===== src/rtl/load_store.sv =====
// load_store: RV32I load/store memory-access stage on a single whole-word RAM port.
// Define LSU_MISALIGN_TRAP_EN to trap misaligned accesses instead of truncating them.
module load_store #(
    parameter int unsigned READ_LATENCY = 1
) (
    input  logic        clk,
    input  logic        reset,
    input  logic        start_i,
    input  logic        store_i,
    input  logic [2:0]  funct3_i,
    input  logic [31:0] addr_i,
    input  logic [31:0] wdata_i,
    output logic        busy_o,
    output logic        done_o,
    output logic [31:0] rdata_o,
    output logic        err_o,
    output logic        we_o,
    output logic [31:0] addr_o,
    input  logic [31:0] data_i,
    output logic [31:0] data_o
);

    localparam int unsigned DW  = 32;
    localparam int unsigned F3W = 3;
    localparam int unsigned CW  = 2;

    localparam logic [F3W-1:0] F3_B  = 3'b000;
    localparam logic [F3W-1:0] F3_H  = 3'b001;
    localparam logic [F3W-1:0] F3_W  = 3'b010;
    localparam logic [F3W-1:0] F3_BU = 3'b100;
    localparam logic [F3W-1:0] F3_HU = 3'b101;

    typedef enum logic [2:0] {
        S_IDLE,
        S_RD,
        S_CAP,
        S_WR,
        S_DONE
    } state_t;

    state_t         state_q, state_d;
    logic [CW-1:0]  cnt_q, cnt_d;
    logic           store_q, store_d;
    logic [F3W-1:0] f3_q, f3_d;
    logic [1:0]     off_q, off_d;
    logic [DW-1:0]  wdata_q, wdata_d;
    logic           bad_q, bad_d;
    logic           busy_q, busy_d;
    logic           done_q, done_d;
    logic           err_q, err_d;
    logic           we_q, we_d;
    logic [DW-1:0]  rdata_q, rdata_d;
    logic [DW-1:0]  addr_q, addr_d;
    logic [DW-1:0]  data_q, data_d;

    logic           legal_c;
    logic           bad_c;
    logic [7:0]     lane_b_c;
    logic [15:0]    lane_h_c;
    logic [DW-1:0]  load_c;
    logic [DW-1:0]  merge_c;
`ifdef LSU_MISALIGN_TRAP_EN
    logic           misalign_c;
`endif

    // Classify the incoming request; only meaningful when start_i is sampled in IDLE.
    always_comb begin
        if (store_i) begin
            legal_c = funct3_i inside {F3_B, F3_H, F3_W};
        end else begin
            legal_c = funct3_i inside {F3_B, F3_H, F3_W, F3_BU, F3_HU};
        end
`ifdef LSU_MISALIGN_TRAP_EN
        misalign_c = ((funct3_i[1:0] == 2'b01) && addr_i[0]) ||
                     ((funct3_i[1:0] == 2'b10) && (addr_i[1:0] != 2'b00));
        bad_c = !legal_c || misalign_c;
`else
        bad_c = !legal_c;
`endif
    end

    // Lane extraction/extension for loads and lane merge for sub-word stores.
    // Halfwords look only at off_q[1], so untrapped misaligned offsets truncate.
    always_comb begin
        case (off_q)
            2'd1:    lane_b_c = data_i[15:8];
            2'd2:    lane_b_c = data_i[23:16];
            2'd3:    lane_b_c = data_i[31:24];
            default: lane_b_c = data_i[7:0];
        endcase
        lane_h_c = off_q[1] ? data_i[31:16] : data_i[15:0];

        case (f3_q)
            F3_B:    load_c = {{24{lane_b_c[7]}}, lane_b_c};
            F3_H:    load_c = {{16{lane_h_c[15]}}, lane_h_c};
            F3_BU:   load_c = {24'd0, lane_b_c};
            F3_HU:   load_c = {16'd0, lane_h_c};
            default: load_c = data_i;
        endcase

        merge_c = data_i;
        if (f3_q == F3_B) begin
            case (off_q)
                2'd1:    merge_c[15:8]  = wdata_q[7:0];
                2'd2:    merge_c[23:16] = wdata_q[7:0];
                2'd3:    merge_c[31:24] = wdata_q[7:0];
                default: merge_c[7:0]   = wdata_q[7:0];
            endcase
        end else if (off_q[1]) begin
            merge_c[31:16] = wdata_q[15:0];
        end else begin
            merge_c[15:0] = wdata_q[15:0];
        end
    end

    // Next-state and registered-output logic.
    always_comb begin
        state_d = state_q;
        cnt_d   = cnt_q;
        store_d = store_q;
        f3_d    = f3_q;
        off_d   = off_q;
        wdata_d = wdata_q;
        bad_d   = bad_q;
        rdata_d = rdata_q;
        addr_d  = addr_q;
        data_d  = data_q;

        case (state_q)
            S_IDLE: begin
                if (start_i) begin
                    store_d = store_i;
                    f3_d    = funct3_i;
                    off_d   = addr_i[1:0];
                    wdata_d = wdata_i;
                    bad_d   = bad_c;
                    cnt_d   = '0;
                    if (bad_c) begin
                        state_d = S_DONE;
                    end else if (store_i && (funct3_i == F3_W)) begin
                        addr_d  = {addr_i[31:2], 2'b00};
                        data_d  = wdata_i;
                        state_d = S_WR;
                    end else begin
                        addr_d  = {addr_i[31:2], 2'b00};
                        state_d = S_RD;
                    end
                end
            end
            S_RD: begin
                if (cnt_q == CW'(READ_LATENCY - 1)) begin
                    state_d = S_CAP;
                end else begin
                    cnt_d = cnt_q + CW'(1);
                end
            end
            S_CAP: begin
                if (store_q) begin
                    data_d  = merge_c;
                    state_d = S_WR;
                end else begin
                    rdata_d = load_c;
                    state_d = S_DONE;
                end
            end
            S_WR:    state_d = S_DONE;
            S_DONE:  state_d = S_IDLE;
            default: state_d = S_IDLE;
        endcase

        busy_d = (state_d != S_IDLE);
        done_d = (state_d == S_DONE);
        err_d  = (state_d == S_DONE) && bad_d;
        we_d   = (state_d == S_WR);
    end

    always_ff @(posedge clk or posedge reset) begin
        if (reset) begin
            state_q <= S_IDLE;
            cnt_q   <= '0;
            store_q <= 1'b0;
            f3_q    <= '0;
            off_q   <= '0;
            wdata_q <= '0;
            bad_q   <= 1'b0;
            busy_q  <= 1'b0;
            done_q  <= 1'b0;
            err_q   <= 1'b0;
            we_q    <= 1'b0;
            rdata_q <= '0;
            addr_q  <= '0;
            data_q  <= '0;
        end else begin
            state_q <= state_d;
            cnt_q   <= cnt_d;
            store_q <= store_d;
            f3_q    <= f3_d;
            off_q   <= off_d;
            wdata_q <= wdata_d;
            bad_q   <= bad_d;
            busy_q  <= busy_d;
            done_q  <= done_d;
            err_q   <= err_d;
            we_q    <= we_d;
            rdata_q <= rdata_d;
            addr_q  <= addr_d;
            data_q  <= data_d;
        end
    end

    assign busy_o  = busy_q;
    assign done_o  = done_q;
    assign err_o   = err_q;
    assign we_o    = we_q;
    assign rdata_o = rdata_q;
    assign addr_o  = addr_q;
    assign data_o  = data_q;

endmodule

===== config.mk =====
export PLATFORM = sky130hd
export DESIGN_NAME = load_store
export DESIGN_NICKNAME = d
export VERILOG_FILES = /design/src/rtl/load_store.sv
export SDC_FILE = /design/constraint.sdc
export NUM_CORES = 1
export LEC_CHECK = 0
export ABC_AREA = 1
export ABC_CLOCK_PERIOD_IN_PS = 5800
export CORE_ASPECT_RATIO = 0.7
export CORE_MARGIN = 8
export CORE_UTILIZATION = 49
export DETAILED_ROUTE_END_ITERATION = 6
export GPL_ROUTABILITY_DRIVEN = 0
export PLACE_DENSITY_LB_ADDON = 0.1
export SETUP_SLACK_MARGIN = 0.3
export SYNTH_ARGS = -nofsm -noshare
export SYNTH_HDL_FRONTEND = slang
export SYNTH_SLANG_ARGS = --single-unit
export TNS_END_PERCENT = 100

===== constraint.sdc =====
create_clock -name clk -period 5.8 [get_ports clk]
set_input_delay 1.16 -clock clk [delete_from_list [all_inputs] [get_ports clk]]
set_output_delay 1.16 -clock clk [all_outputs]
set_load 0.1 [all_outputs]

Word level (Yosys, flattened, before mapping)
Cells that the tools add are included.
{ "op_classes": {"add_sub_neg": 1, "multipliers": 0, "div_mod_pow": 0, "magnitude_cmp": 0, "n_eq_ne": 20, "shifts": 0, "n_mux": 27, "bitwise": 1, "reduce_logical": 18} }
{ "op_table": {"columns": ["op", "n"], "rows": [
  ["2-to-1 mux 32 bit", 5],
  ["one-hot mux 32 bit (4 select lines)", 1],
  ["one-hot mux 32 bit (2 select lines)", 1],
  ["2-to-1 mux 16 bit", 3],
  ["2-to-1 mux 8 bit", 4],
  ["one-hot mux 8 bit (3 select lines)", 1],
  ["equality test 3 bit, second input constant", 5],
  ["equality test 3 x 2 -> 1 bit, second input constant", 4],
  ["2-to-1 mux 3 bit", 4],
  ["one-hot mux 3 bit (4 select lines)", 1],
  ["!= test 2 bit, second input constant", 5],
  ["equality test 3 x 1 -> 1 bit, second input constant", 3],
  ["zero test 3 bit", 3],
  ["2-to-1 mux 2 bit", 3],
  ["AND reduction 3 bit", 2],
  ["nonzero test 3 bit", 2],
  ["AND reduction 5 bit", 1],
  ["nonzero test 5 bit", 1],
  ["equality test 2 bit, second input constant", 2],
  ["one-hot mux 2 bit (2 select lines)", 1],
  ["AND reduction 2 bit", 2],
  ["nonzero test 2 bit", 2],
  ["2-to-1 mux 1 bit", 3],
  ["OR reduction 3 bit", 1],
  ["6 further kinds", 7]
]} }
{ "word_totals": {"ff_bits": 126, "latch_bits": 0, "ramBits": 0, "mem_bits_ro": 0, "inputBits": 103, "out_inout_bits": 100, "wordCells": 81, "memories": 0} }

Depth between registers and ports, before layout
Gate-level depths: netlist of run 1.
{ "logic_depth": {"depth_word": 8, "depth_mapped": 10, "ltp_nobuf": 8} }

Least setup slack after synthesis of run 1
OpenSTA, ideal clock, no wires.
{ "synth_path": {"kind": "register to output", "from": "register data_q[0], in the netlist data_o[0]", "to": "output data_o[0]", "arrival_time_ns": 0.898, "required_time_ns": 4.640, "setup_slack_ns": 3.742, "stages_incl_launch_ff": 1, "n_path_buf": 0, "cell_sequence": "dfrtp_1"} }
{ "synth_lines": {"columns": ["element", "line_no", "text"], "rows": [
  ["start, declared", "54", "logic [DW-1:0] data_q, data_d;"],
  ["start signal, assigned", "207", "data_q <= data_d;"],
  ["end, declared", "20", "output logic [31:0] data_o"]
]} }
No word-level cell between the ends.

Worst setup path in the final report of run 1
{ "layout_path": {"from": "register data_q[29], in the netlist data_o[29]", "to": "output data_o[29]"} }
No word-level cell between the ends.

==> results.md, run 1 <==
- Cell depth of the worst min-delay path: 2
- Critical path class: flip-flop to output port
- Total wire length: ~23,000 microns
- Vias: 7,487
- Share of layout cells above drive strength 1: 5.68%
- Pins Over Slew Limit: 0
- Reg clk slew, reported paths: around 0.060 ns
- Syn Inst Count: 1,108
- First-pass GRT wire length: 38,100 microns
- Clock sinks: around 130
- Worst path cell trace: clkdlybuf4s50_1
- Area share of the largest cell type after synthesis: 43.6%
- Mapped Avg Cell Area: 6.53 sq um
- DR vias/cell: 5.06
- Site Rows: 37
- Crit-path slowest cell: clkdlybuf4s50_1
- Top cells by area, synth: dfrtp_1 44%, nand2_1 25%, nor2_1 9.6%
- TNS Setup: 0 ns
- Largest stage delay, worst path: 1.22 ns
- Yosys top cell by area: dfrtp_1
- CP delay by family, top: buffers and inverters
- Layout Nets: 1,376
- Diodes inserted: 0
- Worst min-delay path class: flip-flop to flip-flop
- H-Tree Level Count: 4
- Dpl hpwl: around 17,000 microns
- IO buf count: 200
- Initial Utilization: slightly below 50%
- Area growth, synth to finish: 35.5%
- Vias in the first global route: 7,064
- IO Count: 203
- Buf/Inv on CP: 1
- Post-CTS resize count: 0
- DP Worst Slack: roughly 2.6 ns
- Register area: 3150 sq um
- Max cap viols: 0
- Antenna-violating nets left: 0
- Rel. slew slack: between 20% and 30%
- Setup Viol. Count Final: 0
- Final Cycle Share: 54.7%
- Die height: roughly 120 microns
- Core box area: 14,600 sq um
- Least-Margin Pin Slew: 1.14 ns
- Startpoint Class: flip-flop
- Crit path DAT: 2.01 ns
- Mapped cell area: between 7000 and 8000 sq um
- Grt ovf: 0
- Critical Path RT: 4.64 ns
- Status: finished clean
- Initial antenna violation count: 0
- Critical Path End Type: output port
- Final Core Density: 67.2%
- Setup bufs post-CTS: 0
- Post-CTS Hold Buffers: 0
- Fmax: around 320 MHz
- Hold Path Sink: addr_o[17]$_DFFE_PP0P_
- Bufs on Longest Clock Path: 2
- Register bit count reported by yosys: 126
- CTS buffer count: 17
- Worst r2r dst: data_o[16]$_DFFE_PP0P_
- Distinct cells, synth: 21
- Final hold violations: 0
- GRT Util Overall: about a quarter
- Pre-antenna DRT Iters: 6
- Initial DRC Count: 836
- Setup slack, reg-to-reg: 2.68 ns
- Critical Path Start: data_o[29]$_DFFE_PP0P_
- HP Start: addr_o[17]$_DFFE_PP0P_
- Area of the multi-input gates: between 3000 and 4000 sq um
- Design area: ~9800 sq um
- Root buffer cell: clkbuf_16
- Drt drc: 0
- Largest net degree at the start of global routing: 72
- CP Max Fanout: 2
- Worst Skew: 0.00961 ns
- Placed instance area: 9190 sq um
- CTS tree: yes
- Crit path time final: approximately 3.2 ns
- Register area share after synthesis: 43.6%
- Worst skew pair latency: between 0.4 and 0.5 ns
- Fillers: 1,309
- YS warnings: 0
- Worst setup margin: about 2.6 ns
- R2R depth: 8
- RSZ-0062 raised after global routing: false
- DIE WIDTH: 161 microns
- Die area: 19,000 sq um
- RR Startpoint: state_q[0]$_DFF_PP0_
- DR WL/cell: 15.7 microns
[registers in the layout (all words and copies together), names as in the netlist, 2 cells and up]
name and cells:
rdata_o 32, state_q 3, data_o 32, f3_q 3
cnt_q 2, wdata_q 16, off_q 2, addr_o 30
[placed cells by master, fill, tap and decap left out, drive strengths merged]
cell type and n:
clkinv 5, bufinv 3, nor3 3, nand3 82, nand2 476, clkinvlp 2
inv 80, dfrtp 126, a31oi 1, o21ai 51, or2 21, clkdlybuf4s50 200
a21oi 16, nor2 190, ha 1, clkbuf 18, conb 2, buf 8
[per-layer routing]
layer,global-route usage [%],share of wire (%)
met5,0,0
met4,5.94,1.4
met3,6.85,10
met2,36.9,44
met1,34.9,45
[through the flow]
step           cells  hold slack, ns
2_1_floorplan   1109           0.442
3_3_place_gp    1448           0.461
3_5_place_dp    1448           0.464
4_1_cts         1480           0.480
5_1_grt         1480           0.497
6_report        1480           0.478
[layout make-up]
| class | instances | share of cell area (%) |
|---|---|---|
| clock buffer | 18 | 4.38 |
| clock inverter | 14 | 1.86 |
| inverter | 76 | 2.94 |
| multi-input combinational | 843 | 35.1 |
| sequential | 126 | 32.2 |
| tap | 195 | 2.49 |
| timing repair buffer | 208 | 21.0 |
[how the worst max path moves through the flow]
stage / end / slack, ns / depth (start not counted)
2_1_floorplan: addr_o[10]$_DFFE_PP0P_ / 1.28 / 1
3_3_place_gp: rdata_o[19]$_DFFE_PP0P_ / 2.61 / 9
3_5_place_dp: data_o[16]$_DFFE_PP0P_ / 2.56 / 8
4_1_cts: data_o[29] / 2.63 / 1
5_1_grt: data_o[6]$_DFFE_PP0P_ / 2.34 / 8
6_report: data_o[29] / 2.63 / 1
[kinds of logic after synthesis]
kind of cell | share of synthesized area, %
and+or+nand+nor | 42.5
adders and majority gates | 0.173
buffers and inverters | 8.93
AOI/OAI and AO/OA | 4.72
DFF | 43.6
other | 0.0519
[Yosys cell counts]
master,number
nand2_1,474
nor2_1,185
dfrtp_1,126
nand3_1,82
inv_1,72
o21ai_0,50
buf_2,30
or2_2,21
clkbuf_1,18
a21oi_1,16
buf_4,10
buf_6,6
nor2_2,5
inv_2,3
nor3_1,3
nand2_2,2
a31oi_1,1
clkinv_1,1
conb_1,1
ha_1,1
o21ai_1,1
Power of run 1 is not shown: default switching activity piles up to over one toggle a cycle in this logic, so the estimate is an artifact.
==> run 2, diff against run 1 <==
--- a/config.mk
+++ b/config.mk
@@ -6,7 +6,7 @@
 export NUM_CORES = 1
 export LEC_CHECK = 0
 export ABC_AREA = 1
-export ABC_CLOCK_PERIOD_IN_PS = 5800
+export ABC_CLOCK_PERIOD_IN_PS = 3160
 export CORE_ASPECT_RATIO = 0.7
 export CORE_MARGIN = 8
 export CORE_UTILIZATION = 49
==> constraint.sdc (replaced) <==
create_clock -name clk -period 3.16 [get_ports clk]
set_input_delay 0.632 -clock clk [delete_from_list [all_inputs] [get_ports clk]]
set_output_delay 0.632 -clock clk [all_outputs]
set_load 0.1 [all_outputs]
==> results.md, run 2 (synthesized netlist as in run 1, its figures left out) <==
- Die height: about 120 microns
- IO Count: ~200
- Clock sinks: ~130
- Fmax: 459 MHz
- Pins Over Slew Limit: 0
- Post-CTS resize count: 0
- Reg clk slew, reported paths: around 0.060 ns
- Site Rows: 37
- Grt ovf: 0
- Bufs on Longest Clock Path: 2
- Vias in the first global route: 7,169
- Critical Path End Type: flip-flop
- Drt drc: 0
- Commonest cells after routing, fill and taps aside: 473 x nand2_1, 185 x nor2_1, 125 x dfrtp_1
- Dpl hpwl: 17,100 microns
- Layout Nets: 1,383
- Met1 Track Usage GR: about 34%
- DR WL/cell: between 15 and 20 microns
- Worst setup margin: 0.980 ns
- Status: finished clean
- Placed instance area: approximately 9000 sq um
- Startpoint Class: flip-flop
- Largest net degree at the start of global routing: 60
- First-pass GRT wire length: 37,900 microns
- Final hold violations: 0
- CTS tree: yes
- Setup Viol. Count Final: 0
- Core box area: 14,600 sq um
- RSZ-0062 raised after global routing: false
- Total wire length: approximately 23,000 microns
- Antenna-violating nets left: 0
- Crit path DAT: 2.53 ns
- Pre-antenna DRT Iters: 6
- TNS Setup: 0 ns
- CP Max Fanout: 22
- Initial Utilization: between 40 and 50%
- Layer with the highest usage: met2
- Post-CTS Hold Buffers: 0
- Diodes inserted: 0
- Commonest non-fill, non-tap cell in the layout: nand2_1
- Least-Margin Pin Slew: 0.716 ns
- Worst min-delay path class: flip-flop to flip-flop
- CTS buffer count: 17
- Critical path class: flip-flop to flip-flop
- Initial DRC Count: between 700 and 800
- Critical Path RT: 3.51 ns
- Share of layout cells above drive strength 1: 13.8%
- Design area: 9600 sq um
- Initial antenna violation count: 0
- Area growth, synth to finish: 32.8%
- Root buffer cell: clkbuf_16
- DP Worst Slack: ~0.78 ns
- Vias: 7,446
- Worst Skew: 0.00836 ns
- IO buf count: 200
- Max cap viols: 0
- H-Tree Level Count: 4
- Met2 Use GR: 37.1%
- Final Cycle Share: 69.0%
- Crit path time final: 2.18 ns
- DR vias/cell: 5.01
- Worst skew pair latency: 0.42 ns
- Met3 Resource Use GR: 7.34%
- DIE WIDTH: 161 microns
- GRT Util Overall: 24.7%
- Rel. slew slack: 52.3%
- Setup bufs post-CTS: 0
- Die area: 19,000 sq um
## run 2: cell types whose count changed in the layout (fill, tap and decap cells not counted)
cell | previous run | this run
inv_4 | 1 | 0
clkinv_2 | 1 | 4
buf_12 | 0 | 4
clkbuf_8 | 0 | 1
inv_8 | 1 | 0
clkdlybuf4s50_1 | 200 | 102
inv_6 | 4 | 2
clkbuf_1 | 1 | 0
bufinv_16 | 3 | 1
clkinvlp_4 | 2 | 4
buf_4 | 8 | 109
## run 2: path summary, 6_finish.rpt
kind / from / end / slack (ns) / cells past startpoint
worst max-delay path: off_q[0]$_DFFE_PP0P_ / data_o[25]$_DFFE_PP0P_ / 0.98 / 6
worst min-delay path: cnt_q[1]$_DFFE_PP0P_ / cnt_q[1]$_DFFE_PP0P_ / 0.47 / 2
worst max register to register: off_q[0]$_DFFE_PP0P_ / data_o[25]$_DFFE_PP0P_ / 0.98 / 6
worst min register to register: cnt_q[1]$_DFFE_PP0P_ / cnt_q[1]$_DFFE_PP0P_ / 0.47 / 2
max in group asynchronous: reset / addr_o[2]$_DFFE_PP0P_ / 1.83 / 3
min in group asynchronous: reset / err_o$_DFF_PP0_ / 0.63 / 2
## run 2: metal layers
layer	wire length [microns]	share of wire, %
met1	10500	45
met2	10100	43
met4	363	1.6
met3	2260	9.8
met5	0	0
## run 2: cell type report
cell class,instances,area (sq um)
Fill cell,1377,4980
Inverter,76,289
Sequential cell,126,3150
Timing Repair Buffer,215,1920
Multi-Input combinational cell,843,3440
Clock inverter,13,116
Tap cell,195,244
Clock buffer,18,439
## run 2: worst max-delay path: stages, from the launching register on
cell,delay (ns)
dfrtp_1,0.80
nand2_1,0.49
o21ai_0,0.30
nor2_1,0.06
nor2_1,0.30
nor2_1,0.08
nor2_1,0.09
## run 2: metrics by stage
stage	hold WS (ns)	util (%)	std cells
final	0.471	65.8	1486
after global placement	0.458	62.0	1455
after global routing	0.499	65.8	1486
after floorplan	0.442	-	1109
after CTS	0.474	65.8	1486
after detailed placement	0.461	62.0	1455
Power of run 2 is left out for the same reason.
